## src/rtl/frac_interp_gen2.sv

```systemverilog
// Fractional position generator for the scandoubler/scaler path.
// Serial restoring divider derives the step increment and output span; step logic walks the source.
module frac_interp_gen2 #(
  parameter int BITWIDTH  = 12,
  parameter int FRACWIDTH = 16,
  parameter int ADVWIDTH  = 4
) (
  input  logic                 clk,
  input  logic                 reset,
  input  logic [BITWIDTH-1:0]  num,
  input  logic [BITWIDTH-1:0]  den,
  input  logic [BITWIDTH-1:0]  limit,
  input  logic                 newfraction,
  output logic                 ready,
  output logic [BITWIDTH-1:0]  limit_out,
  input  logic                 interp_mode,
  input  logic                 step_reset,
  input  logic                 step_in,
  input  logic [FRACWIDTH-1:0] phase_offset,
  input  logic [BITWIDTH-1:0]  pan_offset,
  input  logic [BITWIDTH-1:0]  centre_offset,
  output logic                 pix_valid,
  output logic [BITWIDTH-1:0]  whole,
  output logic [FRACWIDTH-1:0] fraction,
  output logic [ADVWIDTH-1:0]  adv,
  output logic                 blank
);

  // state   | meaning
  // IDLE    | no fraction programmed since reset
  // DIV_INC | dividing (den << FRACWIDTH) by num
  // DIV_LIM | dividing limit*num by den
  // DONE    | inc and limit_out valid, stepping allowed
  localparam logic [1:0] IDLE    = 2'd0;
  localparam logic [1:0] DIV_INC = 2'd1;
  localparam logic [1:0] DIV_LIM = 2'd2;
  localparam logic [1:0] DONE    = 2'd3;

  localparam int DW = 2*BITWIDTH + FRACWIDTH;
  localparam int AW = BITWIDTH + FRACWIDTH;
  localparam int CW = $clog2(DW + 1);

  logic [1:0]          state;
  logic [CW-1:0]       cnt;
  logic [BITWIDTH-1:0] num_r, den_r, limit_r, divisor, rem;
  logic                zero_r;
  logic [DW-1:0]       quo;
  logic [AW-1:0]       inc, acc;
  logic [BITWIDTH-1:0] border, prev_whole;

  logic [BITWIDTH:0]     rem_sh, rem_sub;
  logic                  q_bit;
  logic [BITWIDTH-1:0]   rem_nx;
  logic [DW-1:0]         quo_nx;
  logic [AW-1:0]         inc_sat;
  logic [BITWIDTH-1:0]   lim_sat;
  logic [2*BITWIDTH-1:0] prod;
  logic [DW-1:0]         lim_dividend;

  // Remainder stays below the divisor, so BITWIDTH+1 bits hold every trial subtraction.
  assign rem_sh       = {rem, quo[DW-1]};
  assign rem_sub      = rem_sh - {1'b0, divisor};
  assign q_bit        = ~rem_sub[BITWIDTH];
  assign rem_nx       = q_bit ? rem_sub[BITWIDTH-1:0] : rem_sh[BITWIDTH-1:0];
  assign quo_nx       = {quo[DW-2:0], q_bit};
  assign inc_sat      = (|quo_nx[DW-1:AW]) ? {AW{1'b1}} : quo_nx[AW-1:0];
  assign lim_sat      = (|quo_nx[DW-1:BITWIDTH]) ? {BITWIDTH{1'b1}} : quo_nx[BITWIDTH-1:0];
  assign prod         = {{BITWIDTH{1'b0}}, limit_r} * {{BITWIDTH{1'b0}}, num_r};
  assign lim_dividend = {{FRACWIDTH{1'b0}}, prod};
  assign ready        = (state == DONE);

  always_ff @(posedge clk) begin
    if (reset) begin
      state     <= IDLE;
      cnt       <= '0;
      num_r     <= '0;
      den_r     <= '0;
      limit_r   <= '0;
      zero_r    <= 1'b0;
      divisor   <= '0;
      rem       <= '0;
      quo       <= '0;
      inc       <= '0;
      limit_out <= '0;
    end else if (newfraction) begin
      num_r   <= num;
      den_r   <= den;
      limit_r <= limit;
      zero_r  <= (num == '0) || (den == '0);
      quo     <= {{BITWIDTH{1'b0}}, den, {FRACWIDTH{1'b0}}};
      rem     <= '0;
      divisor <= num;
      cnt     <= CW'(DW - 1);
      state   <= DIV_INC;
    end else begin
      case (state)
        DIV_INC: begin
          if (zero_r) begin
            inc       <= '0;
            limit_out <= '0;
            state     <= DONE;
          end else if (cnt == '0) begin
            inc     <= inc_sat;
            quo     <= lim_dividend;
            rem     <= '0;
            divisor <= den_r;
            cnt     <= CW'(DW - 1);
            state   <= DIV_LIM;
          end else begin
            quo <= quo_nx;
            rem <= rem_nx;
            cnt <= cnt - 1'b1;
          end
        end
        DIV_LIM: begin
          quo <= quo_nx;
          rem <= rem_nx;
          if (cnt == '0) begin
            limit_out <= lim_sat;
            state     <= DONE;
          end else begin
            cnt <= cnt - 1'b1;
          end
        end
        default: state <= state;
      endcase
    end
  end

  logic [BITWIDTH-1:0]  acc_whole, wh_r, diff;
  logic [FRACWIDTH-1:0] acc_frac, fr_o;
  logic [ADVWIDTH-1:0]  adv_sat;
  logic                 accept;

  assign acc_whole = acc[AW-1:FRACWIDTH];
  assign acc_frac  = acc[FRACWIDTH-1:0];
  assign wh_r      = acc_whole + BITWIDTH'(interp_mode & acc_frac[FRACWIDTH-1]);
  assign fr_o      = interp_mode ? '0 : acc_frac;
  assign diff      = wh_r - prev_whole;
  assign adv_sat   = (|diff[BITWIDTH-1:ADVWIDTH]) ? {ADVWIDTH{1'b1}} : diff[ADVWIDTH-1:0];
  assign accept    = step_in & ready & ~step_reset & ~newfraction;

  always_ff @(posedge clk) begin
    if (reset) begin
      acc        <= '0;
      border     <= '0;
      prev_whole <= '0;
      pix_valid  <= 1'b0;
      whole      <= '0;
      fraction   <= '0;
      adv        <= '0;
      blank      <= 1'b1;
    end else begin
      pix_valid <= 1'b0;
      if (step_reset && !newfraction) begin
        acc        <= {pan_offset, phase_offset};
        border     <= centre_offset;
        prev_whole <= pan_offset;
      end else if (accept) begin
        pix_valid <= 1'b1;
        if (border != '0) begin
          border   <= border - 1'b1;
          whole    <= acc_whole;
          fraction <= '0;
          adv      <= '0;
          blank    <= 1'b1;
        end else begin
          whole      <= wh_r;
          fraction   <= fr_o;
          adv        <= adv_sat;
          prev_whole <= wh_r;
          acc        <= acc + inc;
          blank      <= zero_r || (wh_r >= limit_r);
        end
      end
    end
  end

endmodule

```

## config.mk

```make
export PLATFORM = sky130hd
export DESIGN_NAME = frac_interp_gen2
export DESIGN_NICKNAME = d
export VERILOG_FILES = /design/src/rtl/frac_interp_gen2.sv
export SDC_FILE = /design/constraint.sdc
export NUM_CORES = 1
export LEC_CHECK = 0
export ABC_AREA = 1
export ABC_CLOCK_PERIOD_IN_PS = 5400
export BUFFER_PORTS_ARGS = -buffer_cell sky130_fd_sc_hd__buf_2
export CAP_MARGIN = 40
export CORE_MARGIN = 3
export CORE_UTILIZATION = 62
export DETAILED_ROUTE_END_ITERATION = 12
export GPL_TIMING_DRIVEN = 0
export HOLD_SLACK_MARGIN = 0.15
export PLACE_DENSITY = 0.82
export SYNTH_ARGS = -nofsm -noshare
export SYNTH_HDL_FRONTEND = slang
export SYNTH_SLANG_ARGS = --single-unit
```

## constraint.sdc

```tcl
create_clock -name clk -period 5.4 [get_ports clk]
set_clock_uncertainty 0.2 [all_clocks]
set_input_delay 0.27 -clock clk [delete_from_list [all_inputs] [get_ports clk]]
set_output_delay 0.27 -clock clk [all_outputs]
set_load 0.01 [all_outputs]
```

; ---- Word level (Yosys, flattened, before mapping)
; Index checks and enable logic that the tools add are counted.
[totals]
output_inout_bits = 47
wordCells = 129
input_bits = 82
ff_bits = 235
[classes]
muxes = 45
eq_ne = 14
reduce_logical = 32
mul = 1
n_addsub = 6
n_bitwise = 8
order_cmp = 1
[ops]
columns = cell, count
row1 = 12-bit two-way mux, 17
row2 = 28-bit two-way mux, 7
row3 = 40-bit two-way mux, 2
row4 = 40-bit case mux with 2 select lines, 1
row5 = 12-bit case mux with 2 select lines, 2
row6 = 16-bit two-way mux, 2
row7 = 28-bit adder, 1
row8 = 28-bit OR reduction, 1
row9 = 12-bit zero test, 2
row10 = 12-bit by 12-bit multiplier with 24-bit output, 1
row11 = 6-bit two-way mux, 4
row12 = 3-bit AND reduction, 6
row13 = 13-bit by 12-bit subtractor with 13-bit output, 1
row14 = 12-bit by 1-bit adder with 12-bit output, 1
row15 = 12-bit greater-or-equal comparator, 1
row16 = 2-bit inequality test (second input constant), 6
row17 = 3-bit inequality test (second input constant), 4
row18 = 6-bit case mux with 2 select lines, 1
row19 = 12-bit nonzero test, 1
row20 = 2-bit nonzero test, 6
row21 = 12-bit OR reduction, 1
row22 = 12-bit by 1-bit subtractor with 12-bit output (second input constant), 1
row23 = 12-bit subtractor, 1
row24 = 2-bit AND reduction, 5
row25 = 18 further kinds, 32

; ---- Depth between registers and ports, before layout
[depth]
depth_word = 6
mapped_depth = 25
depth_no_buf = 25

; ---- Worst setup path before layout
; OpenSTA, ideal clock, no wires.
[synth_timing]
path_kind = register -> register
from = register num_r[3]
to = register quo[15]
path_stages_with_launch = 19
slack_ns = 0.625
synth_period_minus_slack_ns = 4.775
setup_time_ns = 0.116
n_path_buf = 1
arrival_ns = 4.458
required_ns = 5.084
path_cell_list = dfxtp_1 > clkbuf_1 > nand2_1 > fa_1 > fa_1 > fa_1 > inv_1 > fa_1 > inv_1 > fa_1 > inv_1 > ha_1 > a21oi_1 > o21a_1 > nand2_1 > a21oi_1 > xor2_1 > o211ai_1 > inv_1
[synth_between]
elab_chain_cells = 4
[synth_lines]
columns = item, line
row1 = "start, declared", 45  ; logic [BITWIDTH-1:0] num_r, den_r, limit_r, divisor, rem;
row2 = "start signal, assigned", 86  ; num_r <= num;
row3 = 12-bit by 12-bit multiplier with 24-bit output, 68  ; assign prod = {{BITWIDTH{1'b0}}, limit_r} * {{BITWIDTH{1'b0}}, num_r};
row4 = 40-bit two-way mux, 102  ; end else if (cnt == '0) begin
row5 = 40-bit two-way mux, 98  ; if (zero_r) begin
row6 = 40-bit case mux with 2 select lines, 96  ; case (state)
row7 = "end signal, assigned", 104  ; quo <= lim_dividend;
row8 = "end signal, assigned", 110  ; quo <= quo_nx;
row9 = "end signal, assigned", 116  ; quo <= quo_nx;
row10 = "end, declared", 47  ; logic [DW-1:0] quo;
; Every way passes these cells. The select of a mux whose other input is x is not followed.
; A chain may end at the register's enable or synchronous reset.

; ---- Worst setup path in the final report
[layout_timing]
from = register limit_r[3]
to = register quo[19]
[layout_between]
elab_chain_cells = 5
[layout_lines]
columns = item, line
row1 = "start, declared", 45
row2 = "start signal, assigned", 88  ; limit_r <= limit;
row3 = 12-bit by 12-bit multiplier with 24-bit output, 68
row4 = 40-bit two-way mux, 102
row5 = 40-bit two-way mux, 98
row6 = 40-bit case mux with 2 select lines, 96
row7 = 28-bit two-way mux, 85  ; end else if (newfraction) begin
row8 = "end signal, assigned", 90  ; quo <= {{BITWIDTH{1'b0}}, den, {FRACWIDTH{1'b0}}};
row9 = "end signal, assigned", 104
row10 = "end signal, assigned", 110
; Every way passes these cells. The select of a mux whose other input is x is not followed.

==> summary by stage <==
Yosys
The fraction of the mapped netlist area in adder cells is 20.6%. The number of flops mapped to enable cells by yosys is 0. The distinct cell type count after synthesis is 54. After synthesis, the cell types taking the most area are sky130_fd_sc_hd__dfxtp_1 (26%), sky130_fd_sc_hd__nand2_1 (14%), sky130_fd_sc_hd__fa_1 (11%), sky130_fd_sc_hd__ha_1 (9.1%), sky130_fd_sc_hd__inv_1 (8.4%). The proportion of synthesized chip area in sequential cells is 26.1%. The portion of synthesized area spent on multiplexers is 0%. The number of instances in the synthesized netlist is 2,599. The post-synthesis simple-gate area fraction is 24.2%. The area share of the largest cell type after synthesis is 26.1%.

The total of warnings raised by yosys is 0. The summed instance area of the synthesized netlist is 18,000 sq um. The register bit total from synthesis is 235. The compound-cell area share of the yosys netlist is 16.2%. For this run, the leading register cell type out of synthesis is sky130_fd_sc_hd__dfxtp_1. The post-synthesis async set-or-reset flop share is 0%.

The largest total area in the synthesized netlist belongs to sky130_fd_sc_hd__dfxtp_1. The largest family of logic cells by synthesized area is simple AND/OR/NAND/NOR gates. The commonest cells after synthesis are sky130_fd_sc_hd__nand2_1 (671), sky130_fd_sc_hd__inv_1 (401), sky130_fd_sc_hd__a21oi_1 (269).

The library cell with the highest instance count after synthesis is sky130_fd_sc_hd__nand2_1. The mean instance size in the synthesized netlist is 6.92 sq um. Summing the areas of all xor and xnor instances in the mapped netlist gives 1.85% of the synthesized area.

The post-synth net total is 2,915.

Pwr
In this run the static leakage power is 10.3 nW. The internal power summed over all cells is 3.25 mW. For this design the ratio of total power to cell area is 233 nW/um^2. The clock share of power is 36.0%. Of the total power, the share spent switching nets is 33.0%. The share of total power in combinational logic is 24.6%.

The peak supply drop is 0.000257 V. The total power is 4.85 mW. The relative contribution of sequential cells to total power is 39.4%. In this run the power spent charging and discharging nets is 1.60 mW.

Placed design
At the end of routability-driven placement, the weighted congestion stood at 0.974. After detailed placement, the total cell area comes to 19,100 sq um. The count of buffers added on input and output ports is 126. Summed over all nets, the half-perimeter wirelength after detailed placement is 44.7 mm.

Global route
The number of global-route vias before repair is 18,083. Entering global routing, the biggest net connects 15 pins. The total overflow left after global routing is 0. The first global-routing pass estimated 92.0 mm of wire. The number of antenna violations at the first check in global routing is 0. In the global route stage, overall resource usage came out at 36.9%.

Clock tree
The root cell of the clock tree is sky130_fd_sc_hd__clkbuf_16. For this design, the sink count on the clock tree is 235. The level count of the clock H-tree is 1. The number of buffers created by CTS is 25. The clock latency at the later pin of the worst-skew pair is 530 ps. The clock transition at the register clock pins on the worst setup and hold paths after CTS is 60 ps. The clock tree from TritonCTS is yes. The longest clock path from root to sink contains 3 buffers. The number of setup buffers added after CTS is 0.

Setup path
The critical path starts at limit_r[3]. The data required time of the critical path is 5650 ps. The type of element launching the critical path is a register.

The largest single stage delay on the critical path is 550 ps. The critical path runs through a total of 20 cells. The signal on the critical path passes through clkbuf_4 > nand2_1 > fa_1 > fa_1 > inv_1 > fa_1 > fa_1 > inv_1 > fa_1 > inv_1 > ha_1 > nand2_1 > nor2_1 > nand2_1 > nand2_1 > nand3_1 > a21oi_1 > nand3b_1 > nand2_1 > a21oi_1. The start of the worst register-to-register path is limit_r[3]. The worst setup path is of the reg -> reg kind.

In this run the register-to-register setup slack is 220 ps. The critical path ends at quo[19]. Data on the critical path arrives at its endpoint at 5430 ps. The category of cells accounting for the largest share of critical-path delay is adder cells.

In this run the worst path has a maximum fanout of 10. The depth of the worst register-to-register path is 20. The buffering stage count on the worst path with inverters included is 4. The master of the slowest instance on the critical path is sky130_fd_sc_hd__fa_1. STA classifies the critical path endpoint as a register. In this run the critical register-to-register path is captured at quo[19].

Finish
The final standard cell area without fillers is 20,800 sq um. In the final layout, the share of cells above drive strength 1 is 9.02%. The layout overhead on the synthesized area is 15.7%. At the end of the flow, the number of nets in the layout was 3,146. The antenna diode instance count is 0. The post-layout utilization of the core is 73.9%.

Floorplan
129 I/O pins were placed. The height of the chip is 176 um. The die is 176 um wide.

The floorplan step defined a die boundary enclosing 31,100 sq um. The floorplan has 61 rows. Once the floorplan was initialized, standard cells occupied 63.9% of the core. The placeable core region is 28,200 sq um.

Timing
The number of setup violations in the final report is 0. The final critical path takes up 95.9% of the cycle. The final count of pins violating max slew is 0. The actual slew at the worst max-slew pin is 826 ps. The worst max-slew margin expressed relative to the limit is 44.9%. The worst path needs 5180 ps of the cycle, external delays included. The final number of hold-violating endpoints was 0.

The maximum operating frequency is 0.193 GHz.

Routing
The via density per instance is 5.78. The routed layout has 18,662 vias. In this run the remaining antenna-violating nets after routing total 0.

After detailed routing, the average wire length per cell comes to 18.1 um. The total wire length is 58.5 mm. For this block, the initial DRC count from the detailed router was 1,798. For this run, design rule violations remaining after detail routing come to 0. The first detailed-routing pass took 7 iterations.

Run status
The flow ran to the end, and the final reports show no timing, DRC or antenna violations.

Run
The number of violations of the max-capacitance limit is 0.

Hold path
The class of the tightest hold or removal check is in -> reg. The worst min-delay path startpoint is step_reset.
## sequential cells by signal, summed over array words and instances (netlist names)
signal      flops
limit_out      12
border         12
divisor        12
adv             4
quo            40
acc            28
zero_r          1
den_r          12
whole          12
prev_whole     12
state           2
fraction       16
inc            28
cnt             6
pix_valid       1
limit_r        12
num_r          12
blank           1
rem            12
## cell usage in the layout, fill, tap and decap left out, types with 12 or more instances in the layout
cell type and count:
sky130_fd_sc_hd__inv_1 401, sky130_fd_sc_hd__nor2_1 152, sky130_fd_sc_hd__dfxtp_1 222, sky130_fd_sc_hd__o21ai_0 161, sky130_fd_sc_hd__nand2_1 671, sky130_fd_sc_hd__a21oi_1 269, sky130_fd_sc_hd__clkbuf_1 60, sky130_fd_sc_hd__fa_1 103
sky130_fd_sc_hd__dfxtp_2 13, sky130_fd_sc_hd__o21ai_1 12, sky130_fd_sc_hd__xnor2_1 15, sky130_fd_sc_hd__nor3_1 19, sky130_fd_sc_hd__nor4_1 12, sky130_fd_sc_hd__dlygate4sd3_1 81, sky130_fd_sc_hd__xor2_1 23, sky130_fd_sc_hd__clkbuf_16 25
sky130_fd_sc_hd__buf_2 140, sky130_fd_sc_hd__a31oi_1 38, sky130_fd_sc_hd__nand3_1 131, sky130_fd_sc_hd__ha_1 131, sky130_fd_sc_hd__o211ai_1 16, sky130_fd_sc_hd__nand4_1 15, sky130_fd_sc_hd__or2_2 13
## how the worst min path moves through the flow
stage                        endpoint  slack [ps]  cells after the start
after floorplan            limit_r[0]         200                      2
after global placement          blank         250                      2
after detailed placement  fraction[2]         250                      2
after CTS                    whole[2]         160                      5
after global routing         whole[7]         190                      5
final                        whole[8]         180                      5
## final cells by class
class / instances / area [sq um]
clock inverter: 11 / 100
tap: 378 / 473
fill: 2205 / 7340
multi-input combinational: 1849 / 11300
timing repair buffer: 208 / 1450
clock buffer: 35 / 743
inverter: 408 / 1540
buffer: 103 / 487
sequential: 235 / 4720
## through the flow
stage / worst slack [ps] / TNS [ps] / cells / hold WS [ps]
after floorplan: 625 / 0 / 2599 / 205
after global placement: 30.4 / 0 / 3103 / 248
after detailed placement: -57.4 / -223 / 3104 / 252
after CTS: 2.98 / 0 / 3229 / 159
after global routing: -17.8 / -20.4 / 3227 / 195
final: 221 / 0 / 3227 / 183
## worst register-to-register path: cells and delay by family, from the launching register on
family,cells,cell delay [ps]
AO/OA/AOI/OAI,2,260
adder cells (fa/ha/maj),6,2770
AND/OR/NAND/NOR,8,890
flip-flops,1,480
buffers and inverters,4,500
## per-layer routing
layer	global-route usage, %	vias to the layer above	wire [um]
met3	4.99	159	4680
met5	0	-	0
li1	-	8838	-
met4	14.7	0	2440
met2	64.4	920	28100
met1	46.1	8745	23300
## cells by family after synthesis
family | after synthesis
buffers and inverters | 515
adder cells (fa/ha/maj) | 234
flip-flops | 235
AND/OR/NAND/NOR | 1040
AO/OA/AOI/OAI | 537
XOR/XNOR | 38
## what timing repair did
action	4_1_cts	5_1_grt
hold endpoints to repair	135	0
setup endpoints to repair	8	14
gates cloned	0	0
gates resized for setup	3	77
hold buffers	81	0
## power by group through the flow
| stage | Combinational [mW] | Sequential (mW) | Clock, mW |
|---|---|---|---|
| 2_1_floorplan | 0.794 | 1.89 | 0 |
| 3_3_place_gp | 1.07 | 1.93 | 0 |
| 3_5_place_dp | 1.11 | 1.93 | 0 |
| 4_1_cts | 1.16 | 1.90 | 1.74 |
| 5_1_grt | 1.33 | 1.91 | 1.82 |
| 6_report | 1.19 | 1.91 | 1.75 |
Note: power is estimated with default switching activity, not from simulation.
